--- config.mk ---
export PLATFORM = sky130hd
export DESIGN_NAME = free_list_flat
export DESIGN_NICKNAME = d
export VERILOG_FILES = /design/src/rtl/free_list_if.sv /design/src/rtl/free_list.sv /design/src/flat_wrapper.sv
export SDC_FILE = /design/constraint.sdc
export NUM_CORES = 1
export LEC_CHECK = 0
export CAP_MARGIN = 10
export CORE_MARGIN = 3
export CORE_UTILIZATION = 35
export DETAILED_ROUTE_END_ITERATION = 8
export PLACE_DENSITY = 0.61
export SYNTH_ARGS = -nofsm -noshare
export SYNTH_HDL_FRONTEND = slang
export SYNTH_SLANG_ARGS = --single-unit
--- constraint.sdc ---
create_clock -name clk_i -period 9.55 [get_ports clk_i]
set_clock_uncertainty 0.2 [all_clocks]
set_input_delay 2.865 -clock clk_i [delete_from_list [all_inputs] [get_ports clk_i]]
set_output_delay 2.865 -clock clk_i [all_outputs]
set_load 0.01 [all_outputs]
--- src/rtl/free_list_if.sv ---
// Rename-side and retirement-side signals of the physical-register free list.
interface free_list_if #(
  parameter int unsigned PREG_W = 6,
  parameter int unsigned PTR_W  = 6
);
  logic              alloc_req_i;
  logic              alloc_valid_o;
  logic [PREG_W-1:0] alloc_preg_o;
  logic              free_en_i;
  logic [PREG_W-1:0] free_preg_i;
  logic              commit_alloc_i;
  logic              flush_i;
  logic [PTR_W-1:0]  free_count_o;
  logic              overflow_err_o;

  modport slave (
    input  alloc_req_i, free_en_i, free_preg_i, commit_alloc_i, flush_i,
    output alloc_valid_o, alloc_preg_o, free_count_o, overflow_err_o
  );

  modport master (
    output alloc_req_i, free_en_i, free_preg_i, commit_alloc_i, flush_i,
    input  alloc_valid_o, alloc_preg_o, free_count_o, overflow_err_o
  );
endinterface

--- src/rtl/free_list.sv ---
// Physical-register free list: circular buffer with speculative head, committed
// head for single-cycle flush recovery, and a tail fed by retirement.
module free_list #(
  parameter int unsigned NUM_PREGS = 64,
  parameter int unsigned NUM_AREGS = 32,
  parameter int unsigned PREG_W    = 6
) (
  input  logic         clk_i,
  input  logic         reset_ni,
  free_list_if.slave   fl
);
  localparam int unsigned DEPTH = NUM_PREGS - NUM_AREGS;
  localparam int unsigned PTR_W = $clog2(DEPTH) + 1;
  localparam int unsigned IDX_W = PTR_W - 1;

  logic [PREG_W-1:0] r_entry [DEPTH];
  logic [PTR_W-1:0]  r_spec_head;
  logic [PTR_W-1:0]  r_commit_head;
  logic [PTR_W-1:0]  r_tail;
  logic              r_overflow;

  logic [PTR_W-1:0]  w_count;
  logic              w_full;
  logic              w_empty;
  logic              w_alloc;
  logic              w_free;
  logic              w_commit;
  logic [PTR_W-1:0]  w_commit_next;
  logic [PTR_W-1:0]  w_spec_next;

  always_comb begin
    w_count       = r_tail - r_spec_head;
    w_full        = (w_count == PTR_W'(DEPTH));
    w_empty       = (w_count == '0);
    w_alloc       = fl.alloc_req_i && !w_empty && !fl.flush_i;
    w_free        = fl.free_en_i && (fl.free_preg_i != '0) && !w_full;
    // Commit may never overtake the speculative head.
    w_commit      = fl.commit_alloc_i && (r_commit_head != r_spec_head);
    w_commit_next = r_commit_head + PTR_W'(w_commit);
    // Flush restores the head using the commit applied in the same cycle.
    w_spec_next   = fl.flush_i ? w_commit_next : (r_spec_head + PTR_W'(w_alloc));
  end

  always_ff @(posedge clk_i or negedge reset_ni) begin
    if (!reset_ni) begin
      for (int unsigned i = 0; i < DEPTH; i++) begin
        r_entry[i] <= PREG_W'(NUM_AREGS + i);
      end
      r_spec_head   <= '0;
      r_commit_head <= '0;
      r_tail        <= PTR_W'(DEPTH);
      r_overflow    <= 1'b0;
    end else begin
      if (w_free) begin
        r_entry[r_tail[IDX_W-1:0]] <= fl.free_preg_i;
      end
      r_tail        <= r_tail + PTR_W'(w_free);
      r_spec_head   <= w_spec_next;
      r_commit_head <= w_commit_next;
      if (fl.free_en_i && (fl.free_preg_i != '0) && w_full) begin
        r_overflow <= 1'b1;
      end
    end
  end

  assign fl.alloc_valid_o  = !w_empty;
  assign fl.alloc_preg_o   = r_entry[r_spec_head[IDX_W-1:0]];
  assign fl.free_count_o   = w_count;
  assign fl.overflow_err_o = r_overflow;
endmodule

--- src/flat_wrapper.sv ---
// flat-port wrapper written by rule: the top's interface ports become plain ports
module free_list_flat 
#(
  parameter int unsigned NUM_PREGS = 64,
  parameter int unsigned NUM_AREGS = 32,
  parameter int unsigned PREG_W    = 6
)
  (clk_i, reset_ni, fl_alloc_req_i, fl_free_en_i, fl_free_preg_i, fl_commit_alloc_i, fl_flush_i, fl_alloc_valid_o, fl_alloc_preg_o, fl_free_count_o, fl_overflow_err_o);
  free_list_if #(.PREG_W(PREG_W), .PTR_W(6)) fl_i ();
  input  logic clk_i;
  input  logic reset_ni;
  input wire logic [$bits(fl_i.alloc_req_i)-1:0] fl_alloc_req_i;
  input wire logic [$bits(fl_i.free_en_i)-1:0] fl_free_en_i;
  input wire logic [$bits(fl_i.free_preg_i)-1:0] fl_free_preg_i;
  input wire logic [$bits(fl_i.commit_alloc_i)-1:0] fl_commit_alloc_i;
  input wire logic [$bits(fl_i.flush_i)-1:0] fl_flush_i;
  output wire logic [$bits(fl_i.alloc_valid_o)-1:0] fl_alloc_valid_o;
  output wire logic [$bits(fl_i.alloc_preg_o)-1:0] fl_alloc_preg_o;
  output wire logic [$bits(fl_i.free_count_o)-1:0] fl_free_count_o;
  output wire logic [$bits(fl_i.overflow_err_o)-1:0] fl_overflow_err_o;
  assign fl_i.alloc_req_i = fl_alloc_req_i;
  assign fl_i.free_en_i = fl_free_en_i;
  assign fl_i.free_preg_i = fl_free_preg_i;
  assign fl_i.commit_alloc_i = fl_commit_alloc_i;
  assign fl_i.flush_i = fl_flush_i;
  assign fl_alloc_valid_o = fl_i.alloc_valid_o;
  assign fl_alloc_preg_o = fl_i.alloc_preg_o;
  assign fl_free_count_o = fl_i.free_count_o;
  assign fl_overflow_err_o = fl_i.overflow_err_o;
  free_list #(.NUM_PREGS(NUM_PREGS), .NUM_AREGS(NUM_AREGS), .PREG_W(PREG_W)) u_core (.clk_i(clk_i), .reset_ni(reset_ni), .fl(fl_i));
endmodule
### After elaboration in Yosys (flattened, before gate mapping)

Index checks and enable logic that the tools add are counted.

* flip-flop bits (word level): 211
* bits in latches: 0
* memory bits (writable): 0
* memory bits (read-only): 0
* input port bits: 12
* output and inout port bits: 14
* word-level logic and storage cells: 66
* memories kept: 0

* $add $sub $neg: 4
* multipliers: 0
* divide/modulo/power cells: 0
* $lt $le $gt $ge: 3
* eq/ne operators: 2
* shift operators: 0
* multiplexer cells: 7
* bitwise operators: 2
* reduce and logical (&&, ||, !) cells: 12

Operators by type and width (count)
* bitwise mux 192 bit: 1
* binary-select mux 6 bit (select 5 bit): 1
* demux 6 bit (select 5 bit): 1
* two-way mux 6 bit: 4
* adder 6 x 1 -> 6 bit: 3
* greater-or-equal comparator 6 bit (second input constant): 2
* NOT 5 -> 6 bit: 2
* logical AND 1 bit: 7
* equality test 6 bit (second input constant): 1
* zero test 6 bit: 1
* < comparator 6 x 1 -> 1 bit (second input constant): 1
* inequality test 6 bit: 1
* nonzero test 6 bit: 1
* subtractor 6 bit: 1
* zero test 1 bit: 3

### Depth between registers and ports, before layout

* word-level depth: 7
* depth in mapped cells: 15
* depth with buffers taken out: 14

### Worst setup path before layout

No wires, ideal clock.

* kind: register to output
* start point: reg u_core.r_spec_head[2]
* end point: out fl_alloc_valid_o
* arrival: 2.195 ns
* required time: 6.485 ns
* setup slack: 4.290 ns
* cell stages (with the launch flop): 10
* buffers on the path: 2
* path through: dfrtp_1 -> clkbuf_1 -> inv_2 -> clkbuf_1 -> ha_1 -> xnor2_1 -> nor4_1 -> mux2i_1 -> nor2_1 -> nand2_1

* word-level cells in the longest chain between the ends: 3

RTL lines
* start, declared: line free_list.sv:17 `logic [PTR_W-1:0] r_spec_head;`
* start signal, assigned: line free_list.sv:58 `r_spec_head <= w_spec_next;`
* subtractor 6 bit: line free_list.sv:32 `w_count = r_tail - r_spec_head;`
* via fl_free_count_o[2]: line flat_wrapper.sv:19 `output wire logic [$bits(fl_i.free_count_o)-1:0] fl_free_count_o;`
* zero test 6 bit: line free_list.sv:34 `w_empty = (w_count == '0);`
* zero test 1 bit: line free_list.sv:66 `assign fl.alloc_valid_o = !w_empty;`
* end, declared: line flat_wrapper.sv:17 `output wire logic [$bits(fl_i.alloc_valid_o)-1:0] fl_alloc_valid_o;`

The timed path passes the listed nets, and every way through them passes these cells.

### Worst setup path in the final report

* start point: reg u_core.r_spec_head[1]
* end point: out fl_alloc_preg_o[2]

* word-level cells in the longest chain between the ends: 4

RTL lines
* NOT 5 -> 6 bit (implied by the code): line free_list.sv:67 `assign fl.alloc_preg_o = r_entry[r_spec_head[IDX_W-1:0]];`
* binary-select mux 6 bit (select 5 bit): line free_list.sv:67
* two-way mux 6 bit (implied by the code) (2 in a row): line free_list.sv:67
* end, declared: line flat_wrapper.sv:18 `output wire logic [$bits(fl_i.alloc_preg_o)-1:0] fl_alloc_preg_o;`

Every way passes these cells. The select of a mux whose other input is x is not followed.

==> reports/metrics.yaml <==
outcome:
  status: "completed"
global_route:
  grt_first_pass_wirelength_um: 38000
  grt_max_degree: 111
  grt_overflow: 0
  antenna_found_initial: 0
  grt_pass1_vias: 6162
  grt_util_all_layers_pct: 15.5
clock_tree:
  path_clk_slew_ps: 60
  hold_buffers: 0
  cts.sinks: 211
  clock_path_buffers: 3
  cts_tree: "yes"
  cts_max_level: 1
  clock_latency_ps: 510
  ctsResizeCount: 0
  cts_setup_buffers: 0
  cts_buffers: 23
  ctsRootBufferMaster: "clkbuf_16"
power_and_ir_drop:
  power_leakage_nw: 4.92
  power_density_nw_per_um2: 353
  ir_worst_vdd_mv: 0.138
cells_and_area:
  antennaDiodeCount: 0
  layout_commonest_cell: "mux2_1"
  fin_nets: 782
  final_util_pct: 40.3
  layout_common_cells: "mux2_1, dfstp_2, dfrtp_1"
  drive_above_1_share_pct: 31.1
  syn_to_final_growth_pct: 12.7
  final_cells: 1159
  post-route-cell-area_um2: 11700
sta:
  relSlewSlack_pct: 32.8
  worst_slew_pin_slew_ps: 1000
  rsz0062_at_grt: "no"
  slew_viol_final: 0
  fmax_mhz: 147
  tns_ps: 0
  setup_viol: 0
  min_period_ps: 6800
  final_hold_viol_count: 0
  finalCritPeriodShare_pct: 71.2
critical_path:
  crit_family: "compound AO/OA/AOI/OAI gates"
  cp_slowest_cell: "dfrtp_1"
  critPathMaxFanout: 20
  crit_buf_inv: 1
  worstSetupEndpointType: "output pin"
  cp-start-kind: "register"
  critical_path.max_stage_delay_ps: 940
  path_cells: "nand2_1, o221ai_1, o22ai_1, o31ai_1, clkdlybuf4s50_1"
  r2r_slack_ps: 5490
  worstPathRequired_ps: 6490
  criticalPathCategory: "reg -> out"
  arrival_ps: 3730
logic_synthesis:
  synth_edf_count: 0
  syn_inst: 744
  syn-cell-area_um2: 10300
  ys_warn_count: 0
  netlist-cell-type-count: 47
  avgSynthCellArea_um2: 13.9
  synthArstFlopShare_pct: 100
  ys.flop_type: "dfstp_2"
  ys_seq_elements: 211
  yosysSeqAreaShare_pct: 52.4
  synth_nets: 768
floorplan:
  start_util_pct: 35.7
  rows: 62
  die_h_um: 178
  die_w_um: 178
  core_region_area_um2: 28900
  ios: 26
  die_area_um2: 31600
routing:
  drt_wl_total_um: 24300
  via_per_inst: 5.39
  wl_per_cell_um: 20.9
  drtIter0Drc: 453
  antenna_left: 0
  drc_errors: 0
  num_vias: 6242
  drt_first_pass_iters: 5
placed_design:
  io_buffers: 25
  hpwl_um: 15700
  dp_cells: 1117
  gp_congestion: 0.777
  placed_area_um2: 11000
hold_path:
  hp-class: "reg -> reg"
run:
  maxCapViolCount: 0
[state kept, by name, summed over array words and instances (netlist names)]
name,cells
u_core.r_entry,192
u_core.r_commit_head,6
u_core.fl.overflow_err_o,1
u_core.r_spec_head,6
u_core.r_tail,6
[synthesized netlist by cell type (3+ instances only)]
master	count	area share, %
a21oi_1	14	0.68
inv_1	7	0.25
mux2_2	26	2.8
mux4_2	30	6.5
xnor2_1	15	1.3
mux2i_1	41	4.0
dfstp_2	113	29
dfrtp_1	98	24
ha_1	11	1.3
o221ai_1	18	1.5
nor2_2	20	1.2
a211o_1	4	0.34
o22ai_1	6	0.36
nand2_1	13	0.47
mux2_1	168	18
nand3_1	40	1.9
clkbuf_1	37	1.3
nor2_1	23	0.83
o21ai_0	5	0.24
nor3b_1	3	0.22
o31ai_1	6	0.44
xor2_1	7	0.59
buf_2	7	0.34
and3b_1	3	0.25
[logic make-up after synthesis]
| family | synth area share [%] |
|---|---|
| buffers and inverters | 2.41 |
| DFF | 52.4 |
| muxes | 31.6 |
| xor gates and xnor gates | 1.86 |
| adders and majority gates | 1.52 |
| and+or+nand+nor | 5.64 |
| AOI/OAI and AO/OA | 4.52 |
[per-stage QoR]
step / hold slack, ps / worst slack [ps] / total power, mW
CTS: 285 / 2740 / 4.14
detailed placement: 271 / 3270 / 3.29
finish: 282 / 2750 / 4.11
global placement: 264 / 3320 / 3.26
floorplan: 252 / 4290 / 2.71
global route: 305 / 2570 / 4.36
[where the power goes]
| group | internal [mW] | switching [mW] | leakage [nW] |
|---|---|---|---|
| Combinational | 0.788 | 0.774 | 2.14 |
| Sequential | 1.40 | 0.314 | 2.42 |
| Clock | 0.476 | 0.355 | 0.351 |
[metal layers]
layer	track usage, %	vias up	routed length (um)
li1	-	2788	-
met1	24.2	3261	12000
met2	22.1	154	10400
met3	2.33	39	1230
met4	3.96	0	609
met5	0	-	0
[area by class of cell]
type	instances	area [um^2]
Sequential cell	211	5430
Multi-Input combinational cell	476	4670
Clock buffer	33	653
Fill cell	2719	17300
Inverter	9	33.8
Clock inverter	9	51.3
Timing Repair Buffer	37	344
Tap cell	384	480
[path summary, 6_finish.rpt]
kind / startpoint / endpoint / depth (start not counted)
min: u_core.r_entry[138] / u_core.r_entry[138] / 1
min in group asynchronous: reset_ni / u_core.r_entry[166] / 1
min reg2reg: u_core.r_entry[138] / u_core.r_entry[138] / 1
max: u_core.r_spec_head[1] / fl_alloc_preg_o[2] / 5
max in group asynchronous: reset_ni / u_core.r_entry[66] / 2
max reg2reg: u_core.r_spec_head[3] / u_core.r_entry[51] / 8
(Power assumes the default switching activity.)
==> RTL change, RTL diff (same settings) <==
Make the reset (`reset_ni`) synchronous in one clocked block.
--- a/src/rtl/free_list.sv
+++ b/src/rtl/free_list.sv
@@ -41,7 +41,7 @@
     w_spec_next   = fl.flush_i ? w_commit_next : (r_spec_head + PTR_W'(w_alloc));
   end
 
-  always_ff @(posedge clk_i or negedge reset_ni) begin
+  always_ff @(posedge clk_i) begin
     if (!reset_ni) begin
       for (int unsigned i = 0; i < DEPTH; i++) begin
         r_entry[i] <= PREG_W'(NUM_AREGS + i);
Check against the original RTL: differs if reset_ni is asserted again (counterexample within 4 cycles, from zero or initial values and one cycle with reset_ni low); with reset_ni held inactive, the same outputs for 4 cycles.
==> RTL change against the unedited design <==
- register-to-register slack worse by 0.51 ns
- non-clock buffer count up 20
- final area up 3.9%
- sequential cell count unchanged
- routed wire length up 31%
- setup slack better by 0.37 ns
- via count up 27%
- area after synthesis up 4.7%
Power is not compared: it rests on default switching activity, and its combinational part moved more than twofold at a synthesized area within 25%.
==> RTL change: results (changes against the unedited design) <==
Worst-path clk slew 0.06 ns (about the same); Commonest cells post-synth edfxtp_1, nand4_1, nand2_1, clkbuf_1; synth top area cells edfxtp_1, mux4_2, nand4_1, mux2i_1, dfxtp_1; global-route wire length before repair 47900 um (+26%); placed cell count 1242 (+11%); syn nets 933 (+21%); Initial DRC Count 958 (+110%); relative slew slack 0.174 (-0.154); Detailed Place HPWL 20400 um (+30%); period utilisation layout 0.673 (-0.0386); status complete, no violations; final hold slack 0.291 ns (+0.00953 ns); initial antenna violation count 0 (unchanged); H-Tree Depth 1 (unchanged); worst-path fanout max 50 (+150%); global placer's final weighted congestion 0.837 (+7.7%); number of global-route vias before repair 7685 (+25%); number of fillers in the final layout 2825 (+3.9%); routed wire length 31900 um (+31%); share of cells above drive strength 1 0.126 (-0.185); max FFs per register 192 (unchanged); slack of the worst reg-to-reg path 4.98 ns (-0.51 ns); CP max stage cell buf_4; Netlist cell types 50 (+6.4%); CP max stage delay 0.75 ns (-0.19 ns); Pre-antenna DRT Iters 6 (+1); Final Non-Filler Cells 1294 (+12%); Post-Syn Instances 909 (+22%); detail-routed via count per cell 6.14 (+14%); GRT Overall Usage 0.189 (+0.0342); FFs w/ async S/R, synth 0 (-1.00); Place WS 3.03 ns (-0.243 ns); number of synthesized flops with an enable pin 192 (+192); CP Data Arrival Time 3.36 ns (-0.37 ns); Clk Latency, worst-skew pair 0.51 ns (about the same); sequential cell area fraction in the yosys report 0.567 (+0.0432); largest net degree at the start of global routing 102 (-8.1%)
==> RTL change: changes by cell type after synthesis, sizes merged, moves of 18 or more <==
cell	before	now
o41ai	0	32
clkbuf	37	59
dfxtp	0	19
nor4	1	37
buf	11	45
nand2	13	85
o221ai	18	0
dfrtp	98	0
nor3	2	45
mux2	194	1
dfstp	113	0
edfxtp	0	192
nand4	1	102
==> RTL change: worst max-delay path: cells and delay by family (launching register included) <==
family / cells / cell delay [ns]
buffers and inverters: 2 / 1.32
flip-flops: 1 / 0.67
AND/OR/NAND/NOR: 2 / 0.32
AO/OA/AOI/OAI: 1 / 0.31
multiplexers: 1 / 0.20
==> RTL change: logic make-up (layout without fill, tap and decap cells) <==
logic type,Yosys count,after routing,synth area share
AO/OA/AOI/OAI,74,74,0.0534
XOR/XNOR,22,22,0.0178
adder cells (fa/ha/maj),12,12,0.0146
buffers and inverters,116,111,0.0466
flip-flops,211,211,0.567
multiplexers,81,81,0.110
AND/OR/NAND/NOR,393,393,0.191
==> RTL change: where the power goes <==
part	switching, W	leakage [nW]	total, W	internal [W]
logic	0.000342	1.35	0.000518	0.000177
registers	0.0000316	1.74	0.00106	0.00103
clock network	0.000359	0.344	0.000860	0.000501
total	0.000733	3.44	0.00244	0.00171
==> RTL change: metal layers <==
metal,track usage,part of all wire
met1,0.249,0.40
met2,0.316,0.48
met3,0.0310,0.084
met4,0.0673,0.036
met5,0,0
==> RTL change: cell type report <==
| type | count | share of cell area |
|---|---|---|
| clock buffers | 32 | 0.0503 |
| inverters | 12 | 0.00372 |
| multi-input cells | 582 | 0.351 |
| repair buffers | 57 | 0.0382 |
| flip-flops and latches | 211 | 0.508 |
| clock inverters | 10 | 0.00878 |
| well taps | 390 | 0.0403 |
==> RTL change: path summary, 6_finish.rpt <==
kind,start,cells past startpoint,end
max,u_core.r_spec_head[0],6,fl_alloc_preg_o[0]
min,u_core.fl.overflow_err_o,2,u_core.fl.overflow_err_o
max reg2reg,u_core.r_spec_head[4],8,u_core.r_entry[5][5]
min reg2reg,u_core.fl.overflow_err_o,2,u_core.fl.overflow_err_o
==> RTL change: per-stage QoR <==
| step | utilization | instance area (um^2) |
|---|---|---|
| finish | 0.403 | 12100 |
| floorplan | - | 10800 |
| CTS | 0.401 | 12100 |
| detailed placement | 0.378 | 11300 |
| global route | 0.403 | 12100 |
| global placement | 0.377 | 11300 |
